### src/rtl/mac_result_tx.sv
// mac_result_tx: queues MAC results in a small FIFO and streams each one as a 3-byte frame.
// Build macro MAC_TX_SAT_EN clamps results to the 16-bit signed range before they are queued.
module mac_result_tx #(
    parameter int DEPTH  = 4,
    parameter int ADDR_W = 2
) (
    input  logic               clk,
    input  logic               reset,
    input  logic               res_valid_i,
    input  logic signed [16:0] res_data_i,
    input  logic               res_mode_i,
    output logic [7:0]         byte_out_o,
    output logic               byte_valid_o,
    input  logic               byte_ready_i,
    output logic               frame_last_o,
    output logic               fifo_full_o,
    output logic               fifo_empty_o,
    output logic [7:0]         drop_count_o
);
    typedef enum logic [1:0] {IDLE, B0, B1, B2} state_t;

    localparam logic [ADDR_W:0]   CNT_FULL = (ADDR_W+1)'(DEPTH);
    localparam logic [ADDR_W:0]   CNT_ONE  = (ADDR_W+1)'(1);
    localparam logic [ADDR_W-1:0] PTR_ONE  = ADDR_W'(1);

    // Returns {sat, data[16:0]}; sat marks a result that had to be clamped.
    function automatic logic [17:0] sat_clamp(input logic signed [16:0] din);
`ifdef MAC_TX_SAT_EN
        if (din > 17'sd32767) begin
            return {1'b1, 17'h07FFF};
        end else if (din < -17'sd32768) begin
            return {1'b1, 17'h18000};
        end else begin
            return {1'b0, din};
        end
`else
        return {1'b0, din};
`endif
    endfunction

    // Entry layout: {mode, sat, data[16:0]}
    logic [18:0]       mem_q [DEPTH];
    logic [18:0]       frame_q;
    logic [ADDR_W-1:0] wr_ptr_q;
    logic [ADDR_W-1:0] rd_ptr_q;
    logic [ADDR_W:0]   count_q;
    logic [ADDR_W:0]   count_d;
    logic [7:0]        drop_q;
    state_t            state_q;
    state_t            state_d;
    logic              push;
    logic              pop;
    logic [17:0]       clamped;

    assign fifo_full_o  = (count_q == CNT_FULL);
    assign fifo_empty_o = (count_q == '0);
    assign drop_count_o = drop_q;
    assign clamped      = sat_clamp(res_data_i);
    // Full blocks the push even if the FSM pops in the same cycle.
    assign push         = res_valid_i && !fifo_full_o;

    always_comb begin
        count_d = count_q;
        if (push && !pop) begin
            count_d = count_q + CNT_ONE;
        end else if (pop && !push) begin
            count_d = count_q - CNT_ONE;
        end
    end

    always_comb begin
        state_d      = state_q;
        pop          = 1'b0;
        byte_valid_o = 1'b0;
        byte_out_o   = 8'h00;
        frame_last_o = 1'b0;
        case (state_q)
            IDLE: begin
                if (!fifo_empty_o) begin
                    pop     = 1'b1;
                    state_d = B0;
                end
            end
            B0: begin
                byte_valid_o = 1'b1;
                byte_out_o   = {frame_q[18], 5'b00000, frame_q[17], frame_q[16]};
                if (byte_ready_i) begin
                    state_d = B1;
                end
            end
            B1: begin
                byte_valid_o = 1'b1;
                byte_out_o   = frame_q[15:8];
                if (byte_ready_i) begin
                    state_d = B2;
                end
            end
            B2: begin
                byte_valid_o = 1'b1;
                byte_out_o   = frame_q[7:0];
                frame_last_o = 1'b1;
                if (byte_ready_i) begin
                    // Chain straight into the next frame when one is waiting.
                    if (!fifo_empty_o) begin
                        pop     = 1'b1;
                        state_d = B0;
                    end else begin
                        state_d = IDLE;
                    end
                end
            end
            default: state_d = IDLE;
        endcase
    end

    always_ff @(posedge clk or posedge reset) begin
        if (reset) begin
            state_q  <= IDLE;
            count_q  <= '0;
            wr_ptr_q <= '0;
            rd_ptr_q <= '0;
            drop_q   <= 8'h00;
        end else begin
            state_q <= state_d;
            count_q <= count_d;
            if (push) begin
                wr_ptr_q <= wr_ptr_q + PTR_ONE;
            end
            if (pop) begin
                rd_ptr_q <= rd_ptr_q + PTR_ONE;
            end
            if (res_valid_i && fifo_full_o && (drop_q != 8'hFF)) begin
                drop_q <= drop_q + 8'd1;
            end
        end
    end

    always_ff @(posedge clk) begin
        if (push) begin
            mem_q[wr_ptr_q] <= {res_mode_i, clamped};
        end
        if (pop) begin
            frame_q <= mem_q[rd_ptr_q];
        end
    end

endmodule

### config.mk
export PLATFORM = sky130hd
export DESIGN_NAME = mac_result_tx
export DESIGN_NICKNAME = d
export VERILOG_FILES = /design/src/rtl/mac_result_tx.sv
export SDC_FILE = /design/constraint.sdc
export NUM_CORES = 1
export LEC_CHECK = 0
export BUFFER_PORTS_ARGS = -buffer_cell sky130_fd_sc_hd__buf_2
export CORE_MARGIN = 5
export CORE_UTILIZATION = 45
export DETAILED_ROUTE_END_ITERATION = 8
export GPL_TIMING_DRIVEN = 0
export PLACE_DENSITY = 0.63
export SETUP_SLACK_MARGIN = 0.1
export SLEW_MARGIN = 10
export SYNTH_ARGS = -nofsm -noshare
export SYNTH_HDL_FRONTEND = slang
export SYNTH_SLANG_ARGS = --single-unit
### constraint.sdc
create_clock -name clk -period 4 [get_ports clk]
set_input_delay 0.8 -clock clk [delete_from_list [all_inputs] [get_ports clk]]
set_output_delay 0.8 -clock clk [all_outputs]
set_load 0.02 [all_outputs]
==> flow_summary.ini, run 1 <==
[sta]
fmax_mhz = 356.4
finalMaxSlewViolations = 0
min_period_over_period = 0.7014
clock_skew_ns = 0.007516
finalCriticalPeriod_ns = 2.805
postLayoutSetupSlackWorst_ns = 1.195
hold_viol = 0
setup_viol = 0
slew_headroom = 0.3119
worst_slew_pin_slew_ns = 1.032
rsz0062_at_grt = false

[floorplan]
io-pin-count = 42
rows = 35
core_sq_um = 9240
die_area_sq_um = 11520
die-width_um = 107.3
start_util = 0.4612
die_y_um = 107.3

[final_layout]
syn_to_final_growth_pct = 14.03
ff_latch_area_sq_um = 3128
fillers = 780
antenna_cells = 0
multiInputGateArea_sq_um = 1069
finish.utilization = 0.5259
drive_gt1_frac = 0.3136
num-nets-final = 316

[synth]
synth_cell_types = 36
synth_top_family_by_area = multiplexers
yosys_warnings = 0
postSynthCellCount = 228
synth-seq-cells = 107
yosys.area_share.simple = 0.04815
synth-xor-area-share = 0.01439
synth_compound_area_frac = 0.03846
synth-adder-area-share = 0.03699
ys_seq_area_frac = 0.7340
synth_nets = 262
syn-cell-area_sq_um = 4262
synth_area_per_cell_sq_um = 18.69
synthMuxAreaShare = 0.1116

[routing]
ant_nets = 0
wl_per_cell_um = 17.24
drtIter0Drc = 121
drtPass1Iterations = 4
avgViaCountPerCell = 5.084
drc = 0
wl_um = 7171
vias = 2115

[worst_setup_path]
start_kind = flip-flop
crit_type = reg2out
required_ns = 3.20
critPathArrivalTime_ns = 2.01
crit_path_end_kind = primary output
path_max_fanout = 9

[place]
post-place-ws_ns = 1.376
gp_congestion = 0.7472
port_buffers = 41
hpwl_um = 4704

[power_and_ir_drop]
power_density_nw_per_um2 = 741.6
finalPower_w = 0.003604
p_leak_nw = 1.820
irDropWorstVdd_v = 0.0002896

[global_route]
grt.total_usage = 0.1381
grt_pass1_vias = 2246
grt_max_degree = 20
overflow = 0
antenna_found_initial = 0
grt_pass1_wl_um = 11780

[flow_run]
cap_violations = 0

[clock_network]
hold_buffers = 0
cts_max_path_buffers = 2
cts_buffers = 9
clkSinkCount = 107
cts_resized = 0
clock-root-buffer = clkbuf_8
clock_latency_ns = 0.36
cts_tree = built
clk_pin_slew_ns = 0.10
post_cts_buffers = 0
cts.htree.levels = 3

[outcome]
status = complete, no violations

[worst_hold_path]
hold_path.class = reg2reg
==> flip-flops by register name (all words and copies together), names as in the netlist <==
name / flops
mem_q: 72
drop_count_o: 8
count_q: 3
frame_q: 18
rd_ptr_q: 2
state_q: 2
wr_ptr_q: 2
==> worst max-delay path, cell delays in order, from the launching register on <==
cell and delay [ns]:
dfrtp_1 0.46, inv_1 0.13, ha_1 0.21, clkbuf_1 0.20, a222oi_1 0.36, nor2_1 0.10
buf_2 0.18
==> path summary, 6_finish.rpt <==
path / startpoint / end / slack (ns) / cells after the start
worst max-delay path: state_q[0]$_DFFE_PP0P_ / byte_out_o[0] / 1.19 / 6
worst min-delay path: count_q[2]$_DFFE_PP0P_ / count_q[2]$_DFFE_PP0P_ / 0.52 / 1
worst max register to register: state_q[0]$_DFFE_PP0P_ / count_q[1]$_DFFE_PP0P_ / 1.36 / 10
worst min register to register: count_q[2]$_DFFE_PP0P_ / count_q[2]$_DFFE_PP0P_ / 0.52 / 1
max in group asynchronous: reset / rd_ptr_q[1]$_DFFE_PP0P_ / 3.03 / 2
min in group asynchronous: reset / count_q[2]$_DFFE_PP0P_ / 0.53 / 2
==> layout by cell type, fill, tap and decap left out, types with 2 or more instances in the layout <==
cell	n
buf_2	46
nor2b_1	2
inv_1	10
nor2_1	12
clkbuf_8	9
a222oi_1	2
inv_6	2
a41oi_1	2
edfxtp_1	90
nor3_1	2
mux2_2	4
and3_1	9
dfrtp_1	17
o211ai_1	2
a21oi_1	5
mux4_2	18
xnor2_1	4
ha_1	11
a22oi_1	6
a31oi_1	2
nand2_1	5
xor2_1	3
clkinv_4	2
==> cells by family after synthesis <==
logic type	Yosys count
AOI/OAI and AO/OA	23
xor gates and xnor gates	7
adders and majority gates	12
buffers and inverters	17
DFF	107
muxes	24
and+or+nand+nor	38
==> metal layers <==
metal	vias up	track usage	wire length, um
li1	1008	-	-
met1	1055	0.1797	3186
met2	42	0.2185	3550
met3	10	0.03719	304
met4	0	0.06027	129
met5	-	0	0
==> cell type report <==
type                       count  area share
tap                          129     0.03321
sequential                   107      0.6437
timing repair buffer          43     0.04609
multi-input combinational    104      0.2199
clock buffer                   9     0.02549
inverter                      10    0.007724
clock inverter                 7     0.01725
buffer                         7    0.006694
==> where the power goes <==
part           leakage, nW  switching, W  internal (W)  total [W]
Clock                0.102      0.000376      0.000300   0.000676
Combinational        0.686      0.000701      0.000510    0.00121
Sequential            1.03      0.000127       0.00159    0.00172
==> cell usage after synthesis <==
cell,number,area (sq um)
fa_1,1,20.02
dfrtp_1,17,425.4
nor2b_1,2,12.51
mux4_2,18,405.4
and2_0,1,6.260
buf_2,5,25.02
nand3_1,1,5.000
nor3_1,3,15.01
edfxtp_1,90,2703
a222oi_1,2,20.02
mux2i_1,1,10.01
and3_1,9,56.30
ha_1,11,137.6
o21a_1,1,7.510
a2bb2oi_1,1,8.760
nand2_1,5,18.77
a22oi_1,6,45.04
o211ai_1,2,15.01
nand4_1,1,6.260
nor2_1,12,45.04
a41oi_1,2,17.52
a31oi_1,2,12.51
mux2_2,4,45.04
o21ai_0,1,5.000
a21o_1,1,7.510
or3_1,1,6.260
xor2_1,3,26.28
inv_1,10,37.54
nand3_2,1,10.01
buf_1,1,3.750
clkbuf_1,1,3.750
and4bb_1,1,12.51
a21oi_1,5,25.02
xnor2_1,4,35.03
mux2_4,1,15.01
and4_4,1,11.26
==> stage by stage <==
stage,hold slack (ns),instance area (sq um),TNS [ns],instances
2_1_floorplan,0.4770,4262,0,228
3_3_place_gp,0.4975,4628,-0.4395,398
3_5_place_dp,0.5107,4652,0,400
4_1_cts,0.5261,4860,0,416
5_1_grt,0.5568,4860,0,416
6_report,0.5221,4860,0,416
No activity file was read; power rests on OpenSTA's default activity.
==> run 2: changes to the inputs <==
--- a/config.mk
+++ b/config.mk
@@ -5,6 +5,7 @@
 export SDC_FILE = /design/constraint.sdc
 export NUM_CORES = 1
 export LEC_CHECK = 0
+export ABC_AREA = 1
 export BUFFER_PORTS_ARGS = -buffer_cell sky130_fd_sc_hd__buf_2
 export CORE_MARGIN = 5
 export CORE_UTILIZATION = 45
==> constraint.sdc (replaced) <==
create_clock -name clk -period 2.6 [get_ports clk]
set_input_delay 0.52 -clock clk [delete_from_list [all_inputs] [get_ports clk]]
set_output_delay 0.52 -clock clk [all_outputs]
set_load 0.02 [all_outputs]
==> flow_summary.ini, run 2 <==
[final_layout]
top_register = mem_q
final_cells = 564
num-nets-final = 461
fillers = 864
multiInputGateArea_sq_um = 1181
ff_latch_area_sq_um = 3128
finish.utilization = 0.5260
syn_to_final_growth_pct = 14.36
largest_reg_flops = 72
layout_common_cells = edfxtp_1 (90), nand2_1 (71), buf_2 (48)
drive_gt1_frac = 0.2088
layout_commonest_cell = edfxtp_1
antenna_cells = 0

[place]
port_buffers = 41
post-place-ws_ns = 0.4683
gp_congestion = 0.7731
hpwl_um = 6019
dp.cells = 549

[routing]
drc = 0
vias = 2794
drtIter0Drc = 183
drtPass1Iterations = 4
ant_nets = 0
wl_per_cell_um = 15.81
wl_um = 8918
avgViaCountPerCell = 4.954

[synth]
yosysTopAreaCell = edfxtp_1
synth_edf_count = 90
syn-cell-area_sq_um = 4496
synth-seq-cells = 107
ys_seq_area_frac = 0.6958
synthArstFlopShare = 0.1589
synth_nets = 405
synth_top_cell_area_share = 0.6012
ys.flop_type = edfxtp_1
postSynthCellCount = 371
synth_cell_types = 25
yosys_warnings = 0
synth_area_leaders = edfxtp_1 (60%), dfrtp_1 (9.5%), nand2_1 (5.9%)
synth_top_cells_by_count = edfxtp_1 (90), nand2_1 (71), nor2_1 (47)
synth_most_common_cell = edfxtp_1
synth_area_per_cell_sq_um = 12.12

[floorplan]
rows = 36
start_util = 0.4599
die_y_um = 110.0
io-pin-count = 42
die-width_um = 110.0
die_area_sq_um = 12090
core_sq_um = 9774

[sta]
clock_skew_ns = 0.008695
slew_headroom = 0.5346
worst_slew_pin_slew_ns = 0.6937
rsz0062_at_grt = false
postLayoutSetupSlackWorst_ns = 0.3796
finalMaxSlewViolations = 0
tns_ns = 0
setup_viol = 0
fmax_mhz = 450.4
hold_viol = 0
min_period_over_period = 0.8540
finalCriticalPeriod_ns = 2.220

[outcome]
status = complete, no violations

[worst_setup_path]
critPathMaxStageDelay_ns = 0.43
critPathArrivalTime_ns = 1.70
reg2reg_slack_ns = 0.47
path_cells = inv_1 > ha_1 > buf_2 > nand2_1 > nand3_1 > nand2_1 > inv_1 > buf_2
start_kind = flip-flop
required_ns = 2.08
path_max_fanout = 9
crit_type = reg2out
path_buf_inv = 4
cp_slowest_cell = dfrtp_1
r2r-start = state_q[0]$_DFFE_PP0P_
r2r_end = count_q[1]$_DFFE_PP0P_
crit_path_end_kind = primary output
reg2regPathDepth = 8
path_delay_family = buffers and inverters

[clock_network]
cts_buffers = 9
clkSinkCount = 107
clk_pin_slew_ns = 0.10
post_cts_buffers = 0
hold_buffers = 0
cts.htree.levels = 3
cts_max_path_buffers = 2
clock-root-buffer = clkbuf_8
cts_resized = 0
clock_latency_ns = 0.36
cts_tree = built

[global_route]
antenna_found_initial = 0
grt.total_usage = 0.1560
grt_pass1_vias = 2794
grt_max_degree = 20
overflow = 0
grt_pass1_wl_um = 13980

[power_and_ir_drop]
irDropWorstVdd_v = 0.0004664
pwr-share-comb = 0.376
p_leak_nw = 1.995
swShare = 0.3783
switchingPower_w = 0.002221
internal_power_w = 0.003651
seq_power_share = 0.455
power_density_nw_per_um2 = 1142
finalPower_w = 0.005872
clock_power_share = 0.169

[worst_hold_path]
hold_path.class = in2async

[flow_run]
cap_violations = 0
[run 2: cell count changes in the layout (fill, tap and decap cells not counted), sizes merged, moves of 11 or more]
| cell | previous run | this run |
|---|---|---|
| nand3 | 2 | 13 |
| nor2 | 12 | 49 |
| nand2 | 5 | 74 |
| inv | 13 | 28 |
| o21ai | 1 | 41 |
| o22ai | 0 | 18 |
| mux4 | 18 | 0 |
[run 2: stage by stage]
| step | hold slack, ns | instance area, sq um |
|---|---|---|
| after floorplan | 0.4461 | 4496 |
| after global placement | 0.5337 | 4867 |
| after detailed placement | 0.5392 | 4950 |
| after CTS | 0.2611 | 5141 |
| after global routing | 0.2974 | 5141 |
| final | 0.2459 | 5141 |
[run 2: worst max-delay path by stage]
stage / from / endpoint / slack, ns / depth (start not counted)
floorplan: state_q[0]$_DFFE_PP0P_ / count_q[1]$_DFFE_PP0P_ / 0.58 / 9
global placement: res_valid_i / mem_q[0][10]$_DFFE_PP_ / -0.06 / 3
detailed placement: state_q[0]$_DFFE_PP0P_ / count_q[1]$_DFFE_PP0P_ / 0.47 / 8
CTS: state_q[0]$_DFFE_PP0P_ / byte_out_o[2] / 0.36 / 6
global route: state_q[0]$_DFFE_PP0P_ / byte_out_o[5] / 0.26 / 6
finish: state_q[0]$_DFFE_PP0P_ / byte_out_o[0] / 0.38 / 8
[run 2: metal layers]
metal	track usage	wire, um
met2	0.2595	4391
met5	0	0
met4	0.06144	77
met3	0.02525	388
met1	0.2047	4061
[run 2: power groups by stage]
stage,Sequential [W],Clock (W),Combinational [W]
final,0.00267,0.000990,0.00221
after global routing,0.00272,0.00107,0.00247
after CTS,0.00268,0.00101,0.00225
after detailed placement,0.00272,0,0.00224
after global placement,0.00272,0,0.00210
after floorplan,0.00269,0,0.00147
[run 2: final cells by class]
type                       count  share of cell area
inverter                      29             0.02117
sequential                   107              0.6084
tap                          133             0.03237
clock buffer                   9             0.02409
multi-input combinational    222              0.2297
clock inverter                 6             0.01314
timing repair buffer          45             0.05403
buffer                        13             0.01704
[run 2: logic make-up (layout without fill, tap and decap cells)]
logic type,after synthesis,after routing,share of synthesized area
mux,1,1,0.002505
flops,107,107,0.6958
buf+inv,42,102,0.04369
simple gates,136,136,0.1283
compound gates,66,66,0.08099
fa+ha+maj,12,12,0.03507
xor+xnor,7,7,0.01364
==> run 3: changes to the inputs <==
--- a/config.mk
+++ b/config.mk
@@ -7,6 +7,7 @@
 export LEC_CHECK = 0
 export ABC_AREA = 1
 export BUFFER_PORTS_ARGS = -buffer_cell sky130_fd_sc_hd__buf_2
+export CORE_ASPECT_RATIO = 1.25
 export CORE_MARGIN = 5
 export CORE_UTILIZATION = 45
 export DETAILED_ROUTE_END_ITERATION = 8
==> flow_summary.ini, run 3 (synthesized netlist as in run 2, its figures left out) <==
[outcome]
status = complete, no violations

[global_route]
antenna_found_initial = 0
grt_max_degree = 20
overflow = 0
grt.total_usage = 0.1564
grt_pass1_vias = 2822
grt_pass1_wl_um = 14210

[power_and_ir_drop]
switchingPower_w = 0.002290
seq_power_share = 0.428
power_density_nw_per_um2 = 1195
clock_power_share = 0.220
internal_power_w = 0.003961
p_leak_nw = 2.061
swShare = 0.3664
irDropWorstVdd_v = 0.0005586
pwr-share-comb = 0.352

[sta]
finalCriticalPeriod_ns = 2.262
min_period_over_period = 0.8701
rsz0062_at_grt = false
hold_viol = 0
fmax_mhz = 442.1
slew_headroom = 0.5448
clock_skew_ns = 0.006366
worst_slew_pin_slew_ns = 0.6821
finalMaxSlewViolations = 0
postLayoutSetupSlackWorst_ns = 0.3378
tns_ns = 0
setup_viol = 0

[final_layout]
num-nets-final = 461
fillers = 832
finish.utilization = 0.5387
layout_common_cells = edfxtp_1 (90), nand2_1 (71), buf_2 (48)
layout_commonest_cell = edfxtp_1
largest_reg_flops = 72
drive_gt1_frac = 0.2083
syn_to_final_growth_pct = 16.34
antenna_cells = 0
top_register = mem_q

[place]
post-place-ws_ns = 0.4582
hpwl_um = 6138
port_buffers = 41
gp_congestion = 0.7618

[worst_setup_path]
crit_path_end_kind = primary output
crit_type = reg2out
required_ns = 2.08
path_max_fanout = 9
start_kind = flip-flop
critPathArrivalTime_ns = 1.74

[floorplan]
core_sq_um = 9709
rows = 40
start_util = 0.4630
die_y_um = 121.8
io-pin-count = 42
die-width_um = 99.40
die_area_sq_um = 12100

[routing]
avgViaCountPerCell = 5.025
vias = 2804
drtPass1Iterations = 4
wl_um = 9015
drtIter0Drc = 171
wl_per_cell_um = 16.16
drc = 0
ant_nets = 0

[clock_network]
post_cts_buffers = 0
cts_buffers = 9
cts.htree.levels = 3
clock-root-buffer = clkbuf_16
cts_resized = 0
cts_tree = built
cts_max_path_buffers = 2
clk_pin_slew_ns = 0.07
clock_latency_ns = 0.34
clkSinkCount = 107
hold_buffers = 0

[worst_hold_path]
hold_path.class = in2async

[flow_run]
cap_violations = 0
## run 3: cell types whose count changed in the layout (fill, tap and decap cells not counted), sizes merged
cell / before / now
inv: 28 / 32
clkinv: 1 / 3
clkinvlp: 5 / 0
## run 3: through the flow
stage | hold slack [ns] | instances | cell area, sq um | power (W)
2_1_floorplan | 0.4461 | 371 | 4496 | 0.004161
6_report | 0.2656 | 558 | 5230 | 0.006251
5_1_grt | 0.3315 | 558 | 5230 | 0.006648
4_1_cts | 0.2971 | 558 | 5230 | 0.006326
3_3_place_gp | 0.5350 | 538 | 4858 | 0.004824
3_5_place_dp | 0.5480 | 542 | 4925 | 0.004937
## run 3: per-layer routing
| metal | part of all wire | vias to the layer above | GRT usage |
|---|---|---|---|
| met5 | 0 | - | 0 |
| met4 | 0.011 | 0 | 0.06149 |
| met3 | 0.047 | 6 | 0.03207 |
| met2 | 0.53 | 73 | 0.2832 |
| met1 | 0.41 | 1333 | 0.1801 |
| li1 | - | 1392 | - |
## run 3: path summary, 6_finish.rpt
| check | from | endpoint | slack (ns) | cells past startpoint |
|---|---|---|---|---|
| setup / recovery | state_q[0]$_DFFE_PP0P_ | byte_out_o[2] | 0.34 | 6 |
| hold / removal | reset | state_q[1]$_DFFE_PP0P_ | 0.27 | 2 |
| setup reg to reg | state_q[0]$_DFFE_PP0P_ | count_q[1]$_DFFE_PP0P_ | 0.47 | 8 |
| hold reg to reg | drop_count_o[1]$_DFFE_PP0P_ | drop_count_o[1]$_DFFE_PP0P_ | 0.56 | 2 |
| max in group asynchronous | reset | wr_ptr_q[0]$_DFFE_PP0P_ | 1.89 | 2 |
| min in group clk | res_data_i[9] | mem_q[2][9]$_DFFE_PP_ | 0.39 | 1 |
## run 3: layout make-up
class	instances	area [sq um]	area share
Buffer	13	87.58	0.01675
Clock buffer	9	225.2	0.04306
Clock inverter	7	80.08	0.01531
Inverter	29	108.9	0.02081
Multi-Input combinational cell	222	1181	0.2258
Sequential cell	107	3128	0.5981
Tap cell	126	157.7	0.03014
Timing Repair Buffer	45	261.5	0.05000
## run 3: power by group through the flow
| stage | logic [W] | clock network (W) | registers (W) |
|---|---|---|---|
| 6_report | 0.00220 | 0.00138 | 0.00267 |
| 5_1_grt | 0.00246 | 0.00148 | 0.00271 |
| 4_1_cts | 0.00225 | 0.00140 | 0.00268 |
| 3_5_place_dp | 0.00222 | 0 | 0.00271 |
| 3_3_place_gp | 0.00211 | 0 | 0.00271 |
| 2_1_floorplan | 0.00147 | 0 | 0.00269 |
## run 3: worst max-delay path: stages (launching register included)
cell and delay (ns):
dfrtp_1 0.43, inv_1 0.12, ha_1 0.15, buf_2 0.20, nand2_1 0.08, a21oi_1 0.20
buf_2 0.20
